`src/rtl/cdb_arbiter_pkg.sv`:
```
// -----------------------------------------------------------------------------
// cdb_arbiter_pkg
// Shared definitions for the common-data-bus scheduler:
//   cdb_src_e  - identifies which producer owns a broadcast (RS or SLB)
//   entry_w()  - width of one queued CDB entry {tag, value, jump, topc}
// -----------------------------------------------------------------------------
package cdb_arbiter_pkg;

   typedef enum logic {
      SRC_RS  = 1'b0,
      SRC_SLB = 1'b1
   } cdb_src_e;

   function automatic int entry_w(input int tag_w, input int data_w);
      return tag_w + 2 * data_w + 1;
   endfunction

endpackage

```
`src/rtl/cdb_fifo.sv`:
```
// -----------------------------------------------------------------------------
// cdb_fifo
// Small synchronous FIFO holding completed results for one CDB source.
// The head entry is presented combinationally so the arbiter can broadcast it
// in the same cycle it is popped.
// Ports:
//   clk, rst        clock, asynchronous active-low reset
//   push, wdata     write one entry (caller guarantees not full)
//   pop             drop the head entry (caller guarantees not empty)
//   flush           empty the FIFO; takes priority over push/pop
//   rdata           current head entry
//   empty, count    occupancy status
// -----------------------------------------------------------------------------
module cdb_fifo #(
   parameter  int DEPTH = 4,
   parameter  int WIDTH = 8,
   localparam int PTR_W = $clog2(DEPTH),
   localparam int CNT_W = $clog2(DEPTH) + 1
) (
   input  logic             clk,
   input  logic             rst,
   input  logic             push,
   input  logic             pop,
   input  logic             flush,
   input  logic [WIDTH-1:0] wdata,
   output logic [WIDTH-1:0] rdata,
   output logic             empty,
   output logic [CNT_W-1:0] count
);

   logic [WIDTH-1:0] mem [DEPTH];
   logic [PTR_W-1:0] wr_ptr;
   logic [PTR_W-1:0] rd_ptr;

   // NOTE: the storage array has no reset; an entry is only meaningful while
   // count covers it, so clearing it would just cost reset fan-out.
   always_ff @(posedge clk) begin
      if (push) begin
         mem[wr_ptr] <= wdata;
      end
   end

   // NOTE: sequential state uses non-blocking assignments so every register
   // samples pre-edge values regardless of statement order.
   always_ff @(posedge clk or negedge rst) begin
      if (!rst) begin
         wr_ptr <= '0;
         rd_ptr <= '0;
         count  <= '0;
      end else if (flush) begin
         wr_ptr <= '0;
         rd_ptr <= '0;
         count  <= '0;
      end else begin
         // Pointers wrap naturally because DEPTH is a power of two.
         if (push) wr_ptr <= wr_ptr + 1'b1;
         if (pop)  rd_ptr <= rd_ptr + 1'b1;
         count <= count + CNT_W'(push) - CNT_W'(pop);
      end
   end

   assign rdata = mem[rd_ptr];
   assign empty = (count == '0);

endmodule

```
`src/rtl/cdb_arbiter.sv`:
```
// -----------------------------------------------------------------------------
// cdb_arbiter
// Common-data-bus scheduler. The reservation station (ALU results) and the
// store/load buffer (load results) each push into their own FIFO; one head
// per cycle is granted round-robin and broadcast on a registered CDB.
// Ports:
//   clk, rst            clock, asynchronous active-low reset
//   rdy                 global enable, 0 freezes all state
//   clear               misprediction flush (ignored while rdy=0)
//   alu_*               RS result push interface (valid/ready handshake)
//   slb_*               load result push interface (valid/ready handshake)
//   cdb_*               registered broadcast; cdb_src 0 = RS, 1 = SLB
// -----------------------------------------------------------------------------
module cdb_arbiter
   import cdb_arbiter_pkg::*;
#(
   parameter int DEPTH  = 4,
   parameter int DATA_W = 32,
   parameter int TAG_W  = 32
) (
   input  logic              clk,
   input  logic              rst,
   input  logic              rdy,
   input  logic              clear,
   input  logic              alu_valid,
   output logic              alu_ready,
   input  logic [TAG_W-1:0]  alu_tag,
   input  logic [DATA_W-1:0] alu_value,
   input  logic              alu_jump,
   input  logic [DATA_W-1:0] alu_topc,
   input  logic              slb_valid,
   output logic              slb_ready,
   input  logic [TAG_W-1:0]  slb_tag,
   input  logic [DATA_W-1:0] slb_value,
   output logic              cdb_valid,
   output logic [TAG_W-1:0]  cdb_tag,
   output logic [DATA_W-1:0] cdb_value,
   output logic              cdb_jump,
   output logic [DATA_W-1:0] cdb_topc,
   output logic              cdb_src
);

   localparam int ENTRY_W = entry_w(TAG_W, DATA_W);
   localparam int CNT_W   = $clog2(DEPTH) + 1;

   logic [ENTRY_W-1:0] alu_head;
   logic [ENTRY_W-1:0] slb_head;
   logic [ENTRY_W-1:0] grant_head;
   logic               alu_empty;
   logic               slb_empty;
   logic [CNT_W-1:0]   alu_count;
   logic [CNT_W-1:0]   slb_count;
   logic               alu_push;
   logic               slb_push;
   logic               alu_pop;
   logic               slb_pop;
   logic               flush;
   logic               grant;
   cdb_src_e           grant_src;
   cdb_src_e           last_src;

   logic [TAG_W-1:0]   head_tag;
   logic [DATA_W-1:0]  head_value;
   logic               head_jump;
   logic [DATA_W-1:0]  head_topc;

   // Ready looks only at current occupancy; a pop in the same cycle does not
   // free a slot early, which keeps ready off the grant logic.
   assign alu_ready = rdy & ~clear & (alu_count < CNT_W'(DEPTH));
   assign slb_ready = rdy & ~clear & (slb_count < CNT_W'(DEPTH));
   assign alu_push  = alu_valid & alu_ready;
   assign slb_push  = slb_valid & slb_ready;
   assign flush     = rdy & clear;

   cdb_fifo #(.DEPTH(DEPTH), .WIDTH(ENTRY_W)) u_alu_fifo (
      .clk   (clk),
      .rst   (rst),
      .push  (alu_push),
      .pop   (alu_pop),
      .flush (flush),
      .wdata ({alu_tag, alu_value, alu_jump, alu_topc}),
      .rdata (alu_head),
      .empty (alu_empty),
      .count (alu_count)
   );

   // Load results never carry a jump target.
   cdb_fifo #(.DEPTH(DEPTH), .WIDTH(ENTRY_W)) u_slb_fifo (
      .clk   (clk),
      .rst   (rst),
      .push  (slb_push),
      .pop   (slb_pop),
      .flush (flush),
      .wdata ({slb_tag, slb_value, 1'b0, {DATA_W{1'b0}}}),
      .rdata (slb_head),
      .empty (slb_empty),
      .count (slb_count)
   );

   // NOTE: every output of this combinational block gets a default first so
   // no path through the if/else leaves a value unassigned (no latches).
   always_comb begin
      grant     = 1'b0;
      grant_src = SRC_RS;
      if (rdy && !clear) begin
         if (!alu_empty && !slb_empty) begin
            // Contention: the source that did not win last time goes now.
            grant     = 1'b1;
            grant_src = (last_src == SRC_RS) ? SRC_SLB : SRC_RS;
         end else if (!alu_empty) begin
            grant     = 1'b1;
            grant_src = SRC_RS;
         end else if (!slb_empty) begin
            grant     = 1'b1;
            grant_src = SRC_SLB;
         end
      end
   end

   assign alu_pop    = grant & (grant_src == SRC_RS);
   assign slb_pop    = grant & (grant_src == SRC_SLB);
   assign grant_head = (grant_src == SRC_SLB) ? slb_head : alu_head;
   assign {head_tag, head_value, head_jump, head_topc} = grant_head;

   // Output register. rdy=0 holds everything; clear suppresses the grant
   // above, so it falls into the idle branch and the bus goes quiet.
   // last_src resets to SLB so the RS wins the first tie.
   always_ff @(posedge clk or negedge rst) begin
      if (!rst) begin
         cdb_valid <= 1'b0;
         cdb_tag   <= '0;
         cdb_value <= '0;
         cdb_jump  <= 1'b0;
         cdb_topc  <= '0;
         cdb_src   <= 1'b0;
         last_src  <= SRC_SLB;
      end else if (rdy) begin
         if (grant) begin
            cdb_valid <= 1'b1;
            cdb_tag   <= head_tag;
            cdb_value <= head_value;
            cdb_jump  <= head_jump;
            cdb_topc  <= head_jump ? head_topc : '0;
            cdb_src   <= grant_src;
            last_src  <= grant_src;
         end else begin
            cdb_valid <= 1'b0;
            cdb_tag   <= '0;
            cdb_value <= '0;
            cdb_jump  <= 1'b0;
            cdb_topc  <= '0;
            cdb_src   <= 1'b0;
         end
      end
   end

endmodule
```
`config.mk`:
```
export PLATFORM = sky130hd
export DESIGN_NAME = cdb_arbiter
export DESIGN_NICKNAME = d
export VERILOG_FILES = /design/src/rtl/cdb_arbiter_pkg.sv /design/src/rtl/cdb_fifo.sv /design/src/rtl/cdb_arbiter.sv
export SDC_FILE = /design/constraint.sdc
export NUM_CORES = 1
export LEC_CHECK = 0
export ABC_AREA = 1
export CORE_ASPECT_RATIO = 0.6
export CORE_MARGIN = 1
export CORE_UTILIZATION = 32
export CTS_CLUSTER_SIZE = 10
export DETAILED_ROUTE_END_ITERATION = 12
export PLACE_DENSITY = 0.45
export SYNTH_ARGS = -nofsm -noshare
export SYNTH_HDL_FRONTEND = slang
export SYNTH_SLANG_ARGS = --single-unit
```
`constraint.sdc`:
```
create_clock -name clk -period 6.5 [get_ports clk]
set_clock_uncertainty 0.2 [all_clocks]
set_input_delay 1.625 -clock clk [delete_from_list [all_inputs] [get_ports clk]]
set_output_delay 1.625 -clock clk [all_outputs]
set_load 0.02 [all_outputs]
```
==> results.sh, run 1 <==
export IMPL_num_vias=20040
export IMPL_h_tree_depth=3
export IMPL_drt_wl_total_um=83830
export IMPL_grt_max_degree=169
export IMPL_cts_buffer_depth=3
export IMPL_rows=87
export IMPL_cp_slowest_cell="clkdlybuf4s50_1"
export IMPL_antenna_found_initial=11
export IMPL_hold_viol=0
export IMPL_yosys_warnings=0
export IMPL_track_usage=0.1730
export IMPL_max_stage_delay_ps=670
export IMPL_dieHeight_um=241.3
export IMPL_hold_start="cdb_topc[19]"
export IMPL_clock_sink_count=758
export IMPL_slew_violations=0
export IMPL_synthTopCellsByArea="edfxtp_1, nand2_1, dfrtp_1"
export IMPL_crit_path_end_kind="primary output"
export IMPL_fin_cells=4301
export IMPL_tritoncts="built"
export IMPL_synth_distinct_cells=21
export IMPL_netlist_area_um2=30550
export IMPL_synth_most_common_cell="nand2_1"
export IMPL_postCtsHoldBufs=0
export IMPL_layout_min_cycle_time_ps=5220
export IMPL_ir_worst_vdd_mv=0.2266
export IMPL_synthCells=2735
export IMPL_placed_cells=4131
export IMPL_p_leak_uw=0.01465
export IMPL_synth_commonest_cells="nand2_1, edfxtp_1, nand3_1, inv_1, dfrtp_1"
export IMPL_crit_chain="clkdlybuf4s50_1 -> nand2_1 -> nor2_1 -> clkdlybuf4s50_1"
export IMPL_gp_congestion=0.7610
export IMPL_ctsRootBufferMaster="clkbuf_16"
export IMPL_port_buffers=267
export IMPL_nNetsFinal=3154
export IMPL_rr_startpoint="u_alu_fifo.count[1]"
export IMPL_clock_fmax_ghz=0.1916
export IMPL_outcome="completed"
export IMPL_synth_top_area_frac=0.6331
export IMPL_setup_viol=0
export IMPL_syn_to_final_growth_pct=21.55
export IMPL_async_reset_ff_frac=0.1504
export IMPL_rsz0062_at_grt="no"
export IMPL_ant_nets=0
export IMPL_overflow=0
export IMPL_drv_cap=0
export IMPL_synth_edf_count=644
export IMPL_critPathLaunchType="input pin"
export IMPL_worstSetupPathType="in -> out"
export IMPL_die_w_um=400.9
export IMPL_routedWlPerCell_um=19.49
export IMPL_fin_tns_setup_ps=0
export IMPL_drive_gt1_frac=0.05025
export IMPL_cts_resized=0
export IMPL_worstMarginPinSlew_ps=990.7
export IMPL_dp_hpwl_um=50360
export IMPL_synth_nets=2916
export IMPL_p_per_area_nw_per_um2=405.0
export IMPL_avgSynthCellArea_um2=11.17
export IMPL_numCtsBuffers=86
export IMPL_grt_pass1_wl_um=125300
export IMPL_io_pins=268
export IMPL_dieArea_um2=96730
export IMPL_post_route_period_util=0.8031
export IMPL_relSlewSlack=0.3395
export IMPL_dr_pass1_iters=5
export IMPL_crit_required_ps=4680
export IMPL_start_util=0.3240
export IMPL_arrival_ps=3400
export IMPL_yosysTopAreaCell="edfxtp_1"
export IMPL_vias_per_cell=4.659
export IMPL_grt_pass1_vias=20190
export IMPL_drt_iter0_markers=1232
export IMPL_ys_flop_type="edfxtp_1"
export IMPL_clock_latency_ps=660
export IMPL_postCtsSetupBuffers=0
export IMPL_clk_pin_slew_ps=50
export IMPL_crit_top_cell="clkdlybuf4s50_1"
export IMPL_setup_worst_path_start="rdy"
export IMPL_remaining_drc_errors=0
export IMPL_cp_max_fo=4
export IMPL_ys_ff_latch=758
export IMPL_ys_seq_area_frac=0.7265
export IMPL_hold_class="reg -> reg"
export IMPL_core_area_um2=94270
[layer usage]
metal	vias to the layer above	wire, um	global-route usage	share of wire
met1	9934	37780	0.2240	0.45
met3	121	3289	0.03486	0.039
met2	334	40900	0.2922	0.49
met5	-	18	0	0.00021
li1	9648	-	-	-
met4	2	1842	0.05608	0.022
[area by class of cell]
| class | count | area, um2 |
|---|---|---|
| diodes | 10 | 25.02 |
| multi-input cells | 1626 | 7014 |
| flip-flops and latches | 758 | 22210 |
| clock buffers | 154 | 2450 |
| well taps | 1246 | 1559 |
| clock inverters | 6 | 51.30 |
| inverters | 198 | 753.2 |
| fillers | 9023 | 57140 |
| repair buffers | 303 | 3069 |
[worst paths after layout]
kind / slack (ps) / depth (start not counted) / endpoint
hold / removal: 280 / 2 / cdb_topc[19]
max in group asynchronous: 4010 / 2 / u_slb_fifo.rd_ptr[0]
min in group asynchronous: 870 / 1 / cdb_topc[23]
hold reg to reg: 280 / 2 / cdb_topc[19]
setup reg to reg: 3100 / 14 / u_slb_fifo.count[2]
setup / recovery: 1280 / 4 / slb_ready
[through the flow]
| stage | hold WS (ps) | power (uW) | util | cell area, um2 | setup slack (ps) |
|---|---|---|---|---|---|
| after global routing | 307.0 | 15950 | 0.3938 | 37120 | 1165 |
| after floorplan | 279.4 | 8866 | - | 30550 | -685.6 |
| after detailed placement | 265.5 | 10810 | 0.3670 | 34600 | 1225 |
| final | 276.6 | 15040 | 0.3938 | 37130 | 1280 |
| after CTS | 280.4 | 15320 | 0.3936 | 37100 | 1224 |
| after global placement | 264.1 | 10770 | 0.3670 | 34600 | 1240 |
[logic make-up (layout without fill, tap and decap cells)]
kind of cell             after synthesis  count (layout)  share of synthesized area
AND/OR/NAND/NOR                     1593            1593                     0.2171
flip-flops                           758             758                     0.7265
buffers and inverters                351             661                    0.04620
AO/OA/AOI/OAI                         15              15                   0.002826
adder cells (fa/ha/maj)               14              14                   0.006226
XOR/XNOR                               4               4                   0.001147
other                                  0              10                          0
[registers in the layout (all words and copies together) (netlist names)]
name / count
u_alu_fifo.rd_ptr: 2
u_slb_fifo.mem: 256
u_slb_fifo.count: 3
cdb_jump: 1
last_src: 1
u_slb_fifo.rd_ptr: 2
u_alu_fifo.count: 3
cdb_tag: 32
cdb_topc: 32
u_slb_fifo.wr_ptr: 2
cdb_valid: 1
u_alu_fifo.mem: 388
cdb_value: 32
u_alu_fifo.wr_ptr: 2
cdb_src: 1
[where the power goes]
part	internal [uW]	switching [uW]	total, uW
Combinational	1490	2950	4440
Sequential	5710	437	6140
Clock	2530	1920	4450
[worst max-delay path: cells and delay by family]
kind          cells  cell delay [ps]
simple gates      2              560
buf+inv           2             1220
[placed cells by master, fill, tap and decap left out, types with 10 or more instances in the layout]
cell,count
nand2_1,1012
edfxtp_1,644
nand3_1,418
clkdlybuf4s50_1,266
inv_1,192
dfrtp_1,109
nor2_1,103
clkbuf_16,88
clkbuf_1,66
nand4_1,49
buf_4,26
ha_1,12
diode_2,10
buf_12,10
No activity file was read; power rests on OpenSTA's default activity.
==> run 2: changes to the inputs <==
==> constraint.sdc (replaced) <==
create_clock -name clk -period 5.3 [get_ports clk]
set_clock_uncertainty 0.2 [all_clocks]
set_input_delay 1.325 -clock clk [delete_from_list [all_inputs] [get_ports clk]]
set_output_delay 1.325 -clock clk [all_outputs]
set_load 0.02 [all_outputs]
==> results.sh, run 2 (synthesized netlist as in run 1, its figures left out) <==
export IMPL_drive_gt1_frac=0.05494
export IMPL_clock_sink_count=758
export IMPL_numCtsBuffers=86
export IMPL_dieArea_um2=96730
export IMPL_max_stage_delay_ps=680
export IMPL_grt_pass1_wl_um=124100
export IMPL_port_buffers=267
export IMPL_dp_hpwl_um=51230
export IMPL_cts_buffer_depth=3
export IMPL_core_area_um2=94270
export IMPL_routedWlPerCell_um=19.49
export IMPL_post_route_period_util=0.8761
export IMPL_remaining_drc_errors=0
export IMPL_relSlewSlack=0.2576
export IMPL_crit_chain="clkdlybuf4s50_1 -> nand2_1 -> nor2_1 -> clkdlybuf4s50_1"
export IMPL_worstMarginPinSlew_ps=1114
export IMPL_gp_congestion=0.7923
export IMPL_overflow=0
export IMPL_layout_commonest_cell="nand2_1"
export IMPL_grt_max_degree=104
export IMPL_dr_pass1_iters=5
export IMPL_rr_startpoint="u_alu_fifo.rd_ptr[0]"
export IMPL_critPathLaunchType="input pin"
export IMPL_hold_class="reg -> reg"
export IMPL_crit_top_cell="clkdlybuf4s50_1"
export IMPL_clk_pin_slew_ps=60
export IMPL_top_regs="u_alu_fifo.mem (388), u_slb_fifo.mem (256)"
export IMPL_vias_per_cell=4.637
export IMPL_cts_resized=0
export IMPL_postCtsSetupBuffers=0
export IMPL_drt_iter0_markers=1176
export IMPL_placed_cells=4145
export IMPL_syn_to_final_growth_pct=22.14
export IMPL_outcome="completed"
export IMPL_hold_start="cdb_jump"
export IMPL_largest_reg_flops=388
export IMPL_p_total_uw=18460
export IMPL_hold_viol=0
export IMPL_arrival_ps=3120
export IMPL_grt_pass1_vias=19540
export IMPL_dieHeight_um=241.3
export IMPL_path_buf_inv=2
export IMPL_layout_min_cycle_time_ps=4643
export IMPL_drt_wl_total_um=83960
export IMPL_die_w_um=400.9
export IMPL_drv_cap=0
export IMPL_postCtsHoldBufs=0
export IMPL_io_pins=268
export IMPL_largest_register="u_alu_fifo.mem"
export IMPL_ir_worst_vdd_mv=0.2593
export IMPL_p_per_area_nw_per_um2=494.8
export IMPL_fin_hold_ws_ps=285.4
export IMPL_ant_nets=0
export IMPL_rsz0062_at_grt="no"
export IMPL_track_usage=0.1718
export IMPL_setup_worst_path_start="rdy"
export IMPL_slew_violations=0
export IMPL_cp_slowest_cell="clkdlybuf4s50_1"
export IMPL_tritoncts="built"
export IMPL_nNetsFinal=3168
export IMPL_crit_path_end_kind="primary output"
export IMPL_worstSetupPathType="in -> out"
export IMPL_cp_max_fo=4
export IMPL_h_tree_depth=3
export IMPL_clock_fmax_ghz=0.2154
export IMPL_clock_latency_ps=660
export IMPL_mostFrequentLayoutCells="nand2_1, edfxtp_1, nand3_1, clkdlybuf4s50_1, inv_1"
export IMPL_start_util=0.3240
export IMPL_cp_top_family="buffers and inverters"
export IMPL_num_vias=19970
export IMPL_antenna_found_initial=4
export IMPL_fin_cells=4307
export IMPL_ctsRootBufferMaster="clkbuf_16"
export IMPL_p_leak_uw=0.01474
export IMPL_setup_viol=0
export IMPL_rows=87
export IMPL_crit_required_ps=3770
## run 2: cell types whose count changed in the layout (fill, tap and decap cells not counted)
cell       delta
clkbuf_16     -2
inv_6         +1
diode_2       -7
clkinv_8      +4
buf_12        +7
inv_4         -1
clkbuf_1      -1
clkinv_2      -1
buf_4         +7
clkinv_1      -1
## run 2: power by group
group          internal [uW]  switching (uW)  total [uW]
Combinational           1840            3710        5550
Clock                   3060            2360        5420
Sequential              7000             491        7490
Total                  11900            6560       18500
## run 2: area by class of cell
cell class,count,area [um2]
fill,8942,56960
sequential,758,22210
multi-input combinational,1626,7014
timing repair buffer,317,3262
clock buffer,151,2396
tap,1246,1559
inverter,198,755.7
clock inverter,8,107.6
antenna,3,7.507
## run 2: path summary, 6_finish.rpt
| path | endpoint | slack (ps) | cells past startpoint |
|---|---|---|---|
| min reg2reg | cdb_jump | 290 | 2 |
| max in group asynchronous | cdb_value[11] | 3500 | 2 |
| max | slb_ready | 660 | 4 |
| min | cdb_jump | 290 | 2 |
| max reg2reg | cdb_topc[5] | 1920 | 7 |
| min in group asynchronous | cdb_value[7] | 450 | 1 |
## run 2: per-layer routing
layer  vias to the layer above  global-route usage  part of all wire
met5                         -                   0           0.00013
met4                         2             0.04749             0.019
met3                       113             0.03030             0.038
met2                       361              0.2910              0.49
met1                      9821              0.2277              0.45
li1                       9675                   -                 -
## run 2: metrics by stage
stage / instance area (um2) / setup WS [ps] / util / TNS (ps)
3_3_place_gp: 34800 / 616.6 / 0.3691 / 0
4_1_cts: 37300 / 622.9 / 0.3957 / 0
3_5_place_dp: 34800 / 628.0 / 0.3691 / 0
5_1_grt: 37300 / 588.5 / 0.3957 / 0
6_report: 37310 / 656.6 / 0.3958 / 0
2_1_floorplan: 30560 / -1586 / - / -615200
## run 2: tightest hold or removal path, delay by kind of cell, from the launching register on
family           cells  cell delay, ps
DFF                  1             340
and+or+nand+nor      2             110
